### config.mk
export PLATFORM = sky130hd
export DESIGN_NAME = rf_arbiter_flat
export DESIGN_NICKNAME = d
export VERILOG_FILES = /design/src/rtl/rf_arbiter_if.sv /design/src/rtl/rf_arbiter.sv /design/src/flat_wrapper.sv
export SDC_FILE = /design/constraint.sdc
export NUM_CORES = 1
export LEC_CHECK = 0
export ABC_AREA = 1
export CORE_AREA = 5 5 75 77
export CTS_CLUSTER_SIZE = 20
export DETAILED_ROUTE_END_ITERATION = 12
export DIE_AREA = 0 0 80 82
export GPL_TIMING_DRIVEN = 1
export PLACE_DENSITY = 0.84
export SYNTH_ARGS = -nofsm -noshare
export SYNTH_HDL_FRONTEND = slang
export SYNTH_SLANG_ARGS = --single-unit
### constraint.sdc
create_clock -name clk -period 1.6 [get_ports clk]
set_input_delay 0.32 -clock clk [delete_from_list [all_inputs] [get_ports clk]]
set_output_delay 0.32 -clock clk [all_outputs]
set_load 0.1 [all_outputs]
### src/rtl/rf_arbiter_if.sv
// Bus bundle between two requesters, the round-robin arbiter and a shared register file.
// The master view is the requester/register-file side; the slave view is the arbiter.
interface rf_arbiter_if #(
   parameter int D_WIDTH = 8,
   parameter int ADDRESS = 4
);
   logic [1:0]                req;
   logic [1:0]                wr;
   logic [1:0][ADDRESS-1:0]   addr;
   logic [1:0][D_WIDTH-1:0]   wdata;
   logic [1:0]                ack;
   logic [1:0][D_WIDTH-1:0]   rdata;
   logic [1:0]                err;
   logic                      rf_wr_en;
   logic                      rf_rd_en;
   logic [ADDRESS-1:0]        rf_address;
   logic [D_WIDTH-1:0]        rf_wr_data;
   logic [D_WIDTH-1:0]        rf_rd_data;
   logic                      rf_rd_data_vld;
   logic                      busy;

   modport master (
      output req, wr, addr, wdata, rf_rd_data, rf_rd_data_vld,
      input  ack, rdata, err, rf_wr_en, rf_rd_en, rf_address, rf_wr_data, busy
   );

   modport slave (
      input  req, wr, addr, wdata, rf_rd_data, rf_rd_data_vld,
      output ack, rdata, err, rf_wr_en, rf_rd_en, rf_address, rf_wr_data, busy
   );
endinterface

### src/rtl/rf_arbiter.sv
// Two-requester round-robin arbiter in front of a single-port register file,
// with a bounded read wait that reports a timeout error to the requester.
//
// state | meaning
// IDLE  | sample requests, grant one, drive the register-file strobe
// ISSUE | strobe cycle; writes finish here, reads go on to WAIT
// WAIT  | count cycles until read-valid or TIMEOUT expires
// RESP  | one-cycle ACK to the granted requester
module rf_arbiter #(
   parameter int D_WIDTH = 8,
   parameter int ADDRESS = 4,
   parameter int TIMEOUT = 15
) (
   input logic        clk,
   input logic        rst,
   rf_arbiter_if.slave bus
);
   typedef enum logic [1:0] {IDLE, ISSUE, WAIT, RESP} state_t;

   localparam logic [7:0] CNT_LAST = 8'(TIMEOUT - 1);

   state_t                  state, state_n;
   logic                    gnt, gnt_n;
   logic                    ptr, ptr_n;
   logic                    lat_wr, lat_wr_n;
   logic [7:0]              cnt, cnt_n;
   logic                    pick;
   logic [1:0]              ack_n, err_n;
   logic [1:0][D_WIDTH-1:0] rdata_n;
   logic                    rf_wr_en_n, rf_rd_en_n, busy_n;
   logic [ADDRESS-1:0]      rf_address_n;
   logic [D_WIDTH-1:0]      rf_wr_data_n;

   // A lone requester wins outright; the pointer only breaks ties.
   assign pick = (bus.req[0] & bus.req[1]) ? ptr : ~bus.req[0];

   always_ff @(posedge clk or posedge rst) begin
      if (rst) begin
         state          <= IDLE;
         gnt            <= 1'b0;
         ptr            <= 1'b0;
         lat_wr         <= 1'b0;
         cnt            <= '0;
         bus.ack        <= '0;
         bus.rdata      <= '0;
         bus.err        <= '0;
         bus.rf_wr_en   <= 1'b0;
         bus.rf_rd_en   <= 1'b0;
         bus.rf_address <= '0;
         bus.rf_wr_data <= '0;
         bus.busy       <= 1'b0;
      end else begin
         state          <= state_n;
         gnt            <= gnt_n;
         ptr            <= ptr_n;
         lat_wr         <= lat_wr_n;
         cnt            <= cnt_n;
         bus.ack        <= ack_n;
         bus.rdata      <= rdata_n;
         bus.err        <= err_n;
         bus.rf_wr_en   <= rf_wr_en_n;
         bus.rf_rd_en   <= rf_rd_en_n;
         bus.rf_address <= rf_address_n;
         bus.rf_wr_data <= rf_wr_data_n;
         bus.busy       <= busy_n;
      end
   end

   // Outputs are computed for the state being entered so that every port is a flop.
   always_comb begin
      state_n      = state;
      gnt_n        = gnt;
      ptr_n        = ptr;
      lat_wr_n     = lat_wr;
      cnt_n        = cnt;
      ack_n        = '0;
      rdata_n      = '0;
      err_n        = '0;
      rf_wr_en_n   = 1'b0;
      rf_rd_en_n   = 1'b0;
      rf_address_n = '0;
      rf_wr_data_n = '0;

      case (state)
         IDLE: begin
            if (|bus.req) begin
               gnt_n        = pick;
               ptr_n        = ~pick;
               lat_wr_n     = bus.wr[pick];
               rf_wr_en_n   = bus.wr[pick];
               rf_rd_en_n   = ~bus.wr[pick];
               rf_address_n = bus.addr[pick];
               rf_wr_data_n = bus.wdata[pick];
               state_n      = ISSUE;
            end
         end
         ISSUE: begin
            if (lat_wr) begin
               ack_n[gnt] = 1'b1;
               state_n    = RESP;
            end else begin
               cnt_n   = '0;
               state_n = WAIT;
            end
         end
         WAIT: begin
            if (bus.rf_rd_data_vld) begin
               ack_n[gnt]   = 1'b1;
               rdata_n[gnt] = bus.rf_rd_data;
               state_n      = RESP;
            end else if (cnt == CNT_LAST) begin
               ack_n[gnt] = 1'b1;
               err_n[gnt] = 1'b1;
               state_n    = RESP;
            end else begin
               cnt_n = cnt + 8'd1;
            end
         end
         RESP: begin
            state_n = IDLE;
         end
         default: begin
            state_n = IDLE;
         end
      endcase

      busy_n = (state_n != IDLE);
   end
endmodule

### src/flat_wrapper.sv
// flat-port wrapper written by rule: the top's interface ports become plain ports
module rf_arbiter_flat 
#(
   parameter int D_WIDTH = 8,
   parameter int ADDRESS = 4,
   parameter int TIMEOUT = 15
)
  (clk, rst, bus_req, bus_wr, bus_addr, bus_wdata, bus_rf_rd_data, bus_rf_rd_data_vld, bus_ack, bus_rdata, bus_err, bus_rf_wr_en, bus_rf_rd_en, bus_rf_address, bus_rf_wr_data, bus_busy);
  rf_arbiter_if #(.D_WIDTH(D_WIDTH), .ADDRESS(ADDRESS)) bus_i ();
  input logic clk;
  input logic rst;
  input wire logic [$bits(bus_i.req)-1:0] bus_req;
  input wire logic [$bits(bus_i.wr)-1:0] bus_wr;
  input wire logic [$bits(bus_i.addr)-1:0] bus_addr;
  input wire logic [$bits(bus_i.wdata)-1:0] bus_wdata;
  input wire logic [$bits(bus_i.rf_rd_data)-1:0] bus_rf_rd_data;
  input wire logic [$bits(bus_i.rf_rd_data_vld)-1:0] bus_rf_rd_data_vld;
  output wire logic [$bits(bus_i.ack)-1:0] bus_ack;
  output wire logic [$bits(bus_i.rdata)-1:0] bus_rdata;
  output wire logic [$bits(bus_i.err)-1:0] bus_err;
  output wire logic [$bits(bus_i.rf_wr_en)-1:0] bus_rf_wr_en;
  output wire logic [$bits(bus_i.rf_rd_en)-1:0] bus_rf_rd_en;
  output wire logic [$bits(bus_i.rf_address)-1:0] bus_rf_address;
  output wire logic [$bits(bus_i.rf_wr_data)-1:0] bus_rf_wr_data;
  output wire logic [$bits(bus_i.busy)-1:0] bus_busy;
  assign bus_i.req = bus_req;
  assign bus_i.wr = bus_wr;
  assign bus_i.addr = bus_addr;
  assign bus_i.wdata = bus_wdata;
  assign bus_i.rf_rd_data = bus_rf_rd_data;
  assign bus_i.rf_rd_data_vld = bus_rf_rd_data_vld;
  assign bus_ack = bus_i.ack;
  assign bus_rdata = bus_i.rdata;
  assign bus_err = bus_i.err;
  assign bus_rf_wr_en = bus_i.rf_wr_en;
  assign bus_rf_rd_en = bus_i.rf_rd_en;
  assign bus_rf_address = bus_i.rf_address;
  assign bus_rf_wr_data = bus_i.rf_wr_data;
  assign bus_busy = bus_i.busy;
  rf_arbiter #(.D_WIDTH(D_WIDTH), .ADDRESS(ADDRESS), .TIMEOUT(TIMEOUT)) u_core (.clk(clk), .rst(rst), .bus(bus_i));
endmodule
; Word-level counts from Yosys, hierarchy flattened
; Cells that the tools add are included.
[totals]
output_inout_bits = 35
in_bits = 39
elab_cells = 73
reg_bits = 48
[classes]
mux = 36
n_bitwise = 5
n_eq_ne = 7
order_cmp = 3
add_sub_neg = 1
n_reduce_logical = 7
[ops]
columns = operator, count
row1 = two-way mux 8 bit, 8
row2 = two-way mux 16 bit, 2
row3 = bitwise AND 16 bit, 1
row4 = two-way mux 2 bit, 8
row5 = two-way mux 4 bit, 4
row6 = one-hot mux 8 bit (2 select lines), 1
row7 = two-way mux 1 bit, 9
row8 = "adder 8 x 1 -> 8 bit, second input constant", 1
row9 = demux 8 bit (select 1 bit), 1
row10 = "equality test 8 x 4 -> 1 bit, second input constant", 1
row11 = one-hot mux 2 bit (4 select lines), 1
row12 = "!= test 2 bit, second input constant", 3
row13 = "equality test 2 bit, second input constant", 2
row14 = "less-than comparator 1 x 2 -> 1 bit, second input constant", 2
row15 = one-hot mux 2 bit (2 select lines), 1
row16 = AND reduction 4 bit, 1
row17 = nonzero test 2 bit, 2
row18 = NOT 1 bit, 3
row19 = "equality test 2 x 1 -> 1 bit, second input constant", 1
row20 = zero test 2 bit, 1
row21 = AND reduction 2 bit, 1
row22 = OR reduction 2 bit, 1
row23 = bitwise AND 1 bit, 1
row24 = demux 1 bit (select 1 bit), 1
row25 = 2 further kinds, 2

; Logic depth before layout (Yosys ltp)
; Gate-level depths: netlist (run 1).
[logic_depth]
depth_word = 7
depth_mapped = 10
depth_no_buf = 8

; Worst setup path after synthesis (run 1)
; No wires, ideal clock.
[synth_path]
path_kind = register -> register
from = register u_core.state[0]
to = register u_core.cnt[3]
n_path_buf = 2
required_ps = 1482
t_arrival_ps = 1290
setup_ps = 118
path_stages_with_launch = 10
path_slack_ps = 192
period_less_slack_ps = 1408
cell_sequence = dfrtp_1 inv_1 ha_1 buf_6 nand2_2 o21a_1 nand3_4 buf_8 nand2_1 o21ai_2
[synth_via]
elab_chain_len = 3
word_cells_on_any_way = 8
cone_classes = eq/ne: 5 / mux: 1 / reduce/logical: 2
[synth_lines]
columns = element, line_no
row1 = from (decl), rf_arbiter.sv:22  ; state_t state, state_n;
row2 = from (signal assigned), rf_arbiter.sv:53  ; state <= state_n;
row3 = equality test 2 bit / equality test 2 x 1 -> 1 bit (equally long branches), rf_arbiter.sv:84  ; case (state)
row4 = != test 2 bit (no source line) / nonzero test 2 bit (equally long branches), -
row5 = AND reduction 4 bit (no source line), -
row6 = to (signal assigned), rf_arbiter.sv:57  ; cnt <= cnt_n;
row7 = to (decl), rf_arbiter.sv:26  ; logic [7:0] cnt, cnt_n;
; Several ways; a longest one is shown, not always the timed one.
; A chain may end at the register's enable or synchronous reset.

; Worst setup path after layout (run 1)
[layout_path]
from = register u_core.state[0]
to = register u_core.cnt[5]
; Same word-level chain as after synthesis.

==> results.cfg, run 1 <==
[route]
vias = 1743
dr.pass1.iters = 4
routedWlPerCell_um = 13.0
drc = 0
routed_wl_mm = 4.90
ant_nets = 0
drt_iter0_drc = 98
vias_per_cell = 4.61

[synth]
synth.avg_cell_area_sq_um = 9.27
synth-seq-area-share_pct = 58.6
synth_compound_area_share_pct = 7.57
synth_top_family_by_area = simple AND/OR/NAND/NOR gates
synth_area_sq_mm = 0.00205
synth_nets = 265
yosysUniqueCellTypes = 25
yosys.area_share.simple_pct = 23.8
synthMuxAreaShare_pct = 0
post_synth_xor_area_fraction_pct = 0
ys_ff_latch = 48
synth_warnings = 0
synthAdderAreaFrac_pct = 3.05
synth_cells = 221

[cts]
cts_buffers = 5
cts_tree = yes
clockRootBuffer = clkbuf_8
clkSinkCount = 48
clk_path_buf_depth = 2
htreeDepth = 2
clk_latency_ns = 0.30
cts.clk_slew.worst_paths_ns = 0.09

[timing]
drv_slew = 0
max_freq_mhz = 684
hold_viol = 0
setup_viol = 0
rsz0062_at_grt = false
slew_headroom_pct = 76.7
worst_slack_ns = 0.138
fin_crit_sh_pct = 91.3
finClkSkew_ns = 0.00826
worst_hold_slack_ns = 0.224
min_period_ns = 1.46
worstMarginPinSlew_ns = 0.350

[run_status]
status = finished, final reports clean

[floorplanning]
die_area_sq_mm = 0.00656
die_width_um = 80
die_h_um = 82
start_util_pct = 41.4
num_io_pins = 74
core.rowCount = 26
coreArea_sq_mm = 0.00494

[grt]
antenna_found_initial = 0
track_usage_pct = 16.2
grt-ovfl-total = 0
grt_pass1_wl_mm = 8.00
first_global_vias = 1777
grt_start_max_net_pins = 24

[critical_path]
crit_fanout = 16
arrival_ns = 1.64
crit_path_cell_trace = inv_1 -> ha_2 -> inv_4 -> nor2_2 -> nand3_2 -> nand3_4 -> o21ai_0
worst_ep_required_time_ns = 1.78
crit_slowest_cell = dfrtp_1
critPathTopFamily = flip-flops
crit_type = reg2reg
path_buf_inv = 2
end_kind = register
critical-path-max-stage-delay_ns = 0.41
startpoint_type = register

[power_and_ir_drop]
p_leak_nw = 1.57
power_density_mw_per_mm2 = 1600
total_power_mw = 5.37
peakVddDrop_v = 0.000990

[cells_and_area]
stdcell_count = 378
regArea_sq_mm = 0.00120
syn_to_final_growth_pct = 64.4
nFillCells = 373
post-route-util_pct = 68.1
nets = 351
multiInputGateArea_sq_um = 707
diodes = 0
drive_above_1_share_pct = 23.1

[placement]
portBuffers = 73
place.gp.congestion = 0.792
place_inst = 370
pre_cts_ws_ns = -0.0647
dpl.hpwl_mm = 3.96

[worst_hold_path]
hold_path.class = in2async

[run]
max-cap-violations = 0
## cell usage in the layout (no fill, tap or decap)
cell	count
inv_2	1
o21ai_1	3
nand3_1	12
o21bai_1	1
nand2_2	2
clkdlybuf4s50_1	38
and2_1	1
nand2_1	35
nor2_1	35
buf_12	36
nand3_2	1
inv_4	1
nand3_4	1
clkbuf_8	5
or2_2	3
or2_1	1
clkinv_4	1
inv_1	24
o21a_1	1
ha_1	4
nor2_2	2
o21ai_2	4
ha_2	1
clkinv_2	2
a21oi_1	1
o21ai_0	17
buf_4	11
dfrtp_1	48
nor3_1	16
## final cells by class
class | instances | area share [%]
inverters | 26 | 2.97
flip-flops and latches | 48 | 35.7
clock buffers | 5 | 2.04
multi-input cells | 141 | 21.0
repair buffers | 85 | 35.2
well taps | 70 | 2.60
clock inverters | 3 | 0.557
## sequential cells by signal, summed over array words and instances, names as in the netlist
name                   flops
u_core.state               2
u_core.bus.ack             2
u_core.ptr                 1
u_core.bus.err             2
u_core.gnt                 1
u_core.lat_wr              1
u_core.cnt                 8
u_core.bus.rf_wr_en        1
u_core.bus.rf_rd_en        1
u_core.bus.rf_wr_data      8
u_core.bus.rdata          16
u_core.bus.rf_address      4
u_core.bus.busy            1
## power breakdown
| part | total, mW | internal (mW) | switching (mW) | leakage [nW] |
|---|---|---|---|---|
| logic | 3.00 | 1.04 | 1.96 | 0.877 |
| clock network | 0.708 | 0.305 | 0.403 | 0.0479 |
| registers | 1.67 | 1.46 | 0.208 | 0.646 |
## worst reg2reg max path, cell delays in order (launching register included)
cell,delay (ns)
dfrtp_1,0.41
inv_1,0.11
ha_2,0.25
inv_4,0.06
nor2_2,0.09
nand3_2,0.12
nand3_4,0.18
o21ai_0,0.13
## layer usage
metal  track usage [%]  wire length (um)
met1              16.2              1740
met2              30.5              2750
met3              5.70               306
met4              6.59               107
met5                 0                 0
## kinds of logic after synthesis
kind of cell / count (synthesis)
AND/OR/NAND/NOR: 109
flip-flops: 48
buffers and inverters: 32
AO/OA/AOI/OAI: 27
adder cells (fa/ha/maj): 5
## path summary, 6_finish.rpt
kind	start	end	slack, ns	cells past startpoint
worst max-delay path	u_core.state[0]	u_core.cnt[5]	0.14	7
worst min-delay path	rst	u_core.bus.rf_wr_data[6]	0.22	2
worst max register to register	u_core.state[0]	u_core.cnt[5]	0.14	7
worst min register to register	u_core.ptr	u_core.ptr	0.52	2
max in group asynchronous	rst	u_core.bus.rf_rd_en	0.98	3
min in group clk	u_core.ptr	u_core.ptr	0.52	2
## timing repair
item,4_1_cts,5_1_grt
hold buffers,0,0
buffers inserted,0,0
gates resized for setup,0,1
endpoints found under the hold margin,0,0
setup endpoints to repair,0,3
## Yosys cell counts
library cell   n  area (sq um)
or2_1          1          6.26
buf_8          1          15.0
nand3_1       12          60.1
inv_4          1          6.26
nor2_1        35           131
nor3_1        16          80.1
nand3_2        1          10.0
nor2_2         2          12.5
inv_1         25          93.8
o21ai_1        3          15.0
nand3_4        1          17.5
clkbuf_1       3          11.3
o21ai_0       17          85.1
a21oi_1        1          5.00
and2_1         1          6.26
nand2_2        2          12.5
o21bai_1       1          7.51
dfrtp_1       48          1200
o21a_1         1          7.51
or2_2          3          18.8
o21ai_2        4          35.0
ha_1           5          62.6
buf_2          1          5.00
nand2_1       35           131
buf_6          1          11.3
## stage by stage
stage / instance area (sq um) / TNS [ns]
2_1_floorplan: 2050 / 0
4_1_cts: 3360 / 0
6_report: 3370 / 0
5_1_grt: 3370 / 0
3_3_place_gp: 3280 / 0
3_5_place_dp: 3280 / -0.151
(Power assumes the default switching activity.)
==> inputs of run 2 (changes only) <==
ABC_AREA = not set   (was 1)
CORE_AREA = 5 5 73 75   (was 5 5 75 77)
DIE_AREA = 0 0 78 80   (was 0 0 80 82)
PLACE_DENSITY = 0.82   (was 0.84)
==> results.cfg, run 2 <==
[grt]
met2_usage_pct = 32.8
track_usage_pct = 17.6
gr-usage-met3_pct = 5.64
grt_start_max_net_pins = 49
grt.busiest_layer = met2
grt-ovfl-total = 0
first_global_vias = 1827
use_met1_pct = 18.3
antenna_found_initial = 0
grt_pass1_wl_mm = 8.46

[synth]
synth_top_cell_by_area = dfrtp_1
yosys-top-cells-area = dfrtp_1 62%, nand2_1 8.2%, a21oi_1 4.9%
synth_nets = 230
synth_top_family_by_area = simple AND/OR/NAND/NOR gates
synth_common_cells = 48 x dfrtp_1, 42 x nand2_1, 21 x nor2_1
post_synth_xor_area_fraction_pct = 0
synthAdderAreaFrac_pct = 3.25
synth_cells = 186
synth_area_sq_mm = 0.00193
synth_compound_area_share_pct = 11.6
async_reset_ff_share_pct = 100
yosys.area_share.simple_pct = 19.6
yosysUniqueCellTypes = 33
synth.avg_cell_area_sq_um = 10.4
synthMuxAreaShare_pct = 0.519
yosys.area.top_type_share_pct = 62.3
synth-edff-count = 0
ys_ff_latch = 48
synth_warnings = 0
synthMostInstantiatedCell = dfrtp_1
synth-seq-area-share_pct = 62.3
synth_top_flop_cell = dfrtp_1

[cells_and_area]
stdcell_count = 347
largest_reg_flops = 16
nFillCells = 259
final_common_cell = dfrtp_1
multiInputGateArea_sq_um = 773
nets = 336
syn_to_final_growth_pct = 83.8
reg_top3 = u_core.bus.rdata (16), u_core.bus.rf_wr_data (8), u_core.cnt (8)
regArea_sq_mm = 0.00120
diodes = 0
regMostFlops = u_core.bus.rdata
drive_above_1_share_pct = 34.1
most-common-layout-cells = 48 x dfrtp_1, 42 x nand2_1, 38 x clkdlybuf4s50_1, 38 x buf_12, 29 x buf_4

[route]
ant_nets = 0
routed_wl_mm = 5.36
dr.pass1.iters = 4
vias_per_cell = 5.07
drc = 0
vias = 1759
routedWlPerCell_um = 15.4
drt_iter0_drc = 85

[worst_hold_path]
hold_path.class = in2async

[floorplanning]
die_area_sq_mm = 0.00624
core.rowCount = 25
start_util_pct = 41.9
die_width_um = 78
coreArea_sq_mm = 0.00460
die_h_um = 80
num_io_pins = 74

[run_status]
violations = negative setup slack
status = finished with violations

[timing]
fin_crit_sh_pct = 110
finClkSkew_ns = 0.00249
max_freq_mhz = 567
hold_viol = 0
min_period_ns = 1.76
worst_hold_slack_ns = 0.345
slew_headroom_pct = 73.6
worstMarginPinSlew_ns = 0.392
worst_slack_ns = -0.165
rsz0062_at_grt = true
drv_slew = 0
setup_viol = 9

[cts]
clockRootBuffer = clkbuf_8
cts_tree = yes
clk_latency_ns = 0.31
clkSinkCount = 48
cts.clk_slew.worst_paths_ns = 0.09
cts_buffers = 5
htreeDepth = 2
clk_path_buf_depth = 2

[critical_path]
startpoint_type = register
rr_endpoint = u_core.cnt[3]
end_kind = register
reg2reg_from = u_core.state[0]
arrival_ns = 2.01
reg2reg_depth = 6
worst_ep_required_time_ns = 1.85
crit_fanout = 8
r2r_slack_ns = -0.16
crit_type = reg2reg

[power_and_ir_drop]
peakVddDrop_v = 0.00128
netSwitchingPower_mw = 2.69
pwr-share-seq_pct = 27.6
p_leak_nw = 1.60
swShare_pct = 44.2
combinationalPowerShare_pct = 57.5
p_clk_share_pct = 14.9
internal_power_mw = 3.39
power_density_mw_per_mm2 = 1720
total_power_mw = 6.08

[placement]
portBuffers = 73
place.gp.congestion = 0.812
place_inst = 330
dpl.hpwl_mm = 3.80

[run]
max-cap-violations = 0
==> run 2: worst max path at each step <==
stage                    end          startpoint  depth (start not counted)
3_3_place_gp   u_core.cnt[5]  bus_rf_rd_data_vld                          5
3_5_place_dp   u_core.cnt[6]  bus_rf_rd_data_vld                          5
2_1_floorplan  u_core.cnt[5]     u_core.state[0]                          7
6_report       u_core.cnt[3]     u_core.state[0]                          6
5_1_grt        u_core.cnt[6]     u_core.state[0]                          6
4_1_cts        u_core.cnt[6]     u_core.state[0]                          6
==> run 2: layout make-up <==
cell class / instances / share of cell area (%)
multi-input cells: 127 / 21.8
inverters: 4 / 0.424
well taps: 54 / 1.91
repair buffers: 106 / 38.7
clock buffers: 5 / 1.94
clock inverters: 3 / 1.31
flip-flops and latches: 48 / 33.9
==> run 2: critical path, stage by stage, from the launching register on <==
cell and delay (ns):
dfrtp_1 0.40, inv_2 0.07, ha_4 0.17, and4b_4 0.21, a211o_4 0.38, or3_1 0.34, a21oi_2 0.13
==> run 2: per-layer routing <==
metal  wire length [um]  share of wire (%)
met2               2970                 55
met4                 98                1.8
met1               1840                 34
met3                445                8.3
met5                  0                  0
==> run 2: per-stage QoR <==
stage | instance area (sq um) | utilization (%) | setup slack [ns] | TNS (ns)
after CTS | 3480 | 75.7 | -0.136 | -0.667
after global placement | 3250 | 70.7 | -0.248 | -2.07
after global routing | 3540 | 77.0 | -0.231 | -1.84
final | 3540 | 77.0 | -0.165 | -0.915
after detailed placement | 3250 | 70.7 | -0.322 | -2.74
after floorplan | 1940 | - | -0.0530 | -0.287
==> run 2: power groups by stage <==
stage	clock network, mW	logic (mW)	registers, mW
detailed placement	0	3.04	1.69
global placement	0	2.97	1.67
global route	0.972	3.68	1.71
finish	0.905	3.49	1.68
CTS	0.922	3.35	1.68
floorplan	0	0.767	2.67
==> run 2: repair_timing <==
action / in CTS / in global routing
pin swaps: 4 / 1
cloned: 0 / 0
buffers inserted: 8 / 2
resized for setup: 13 / 12
setup endpoints to repair: 11 / 16
hold buffers: 0 / 0
==> run 2: logic make-up after synthesis <==
| logic type | Yosys count |
|---|---|
| AO/OA/AOI/OAI | 38 |
| adder cells (fa/ha/maj) | 5 |
| buffers and inverters | 11 |
| flip-flops | 48 |
| multiplexers | 1 |
| AND/OR/NAND/NOR | 83 |
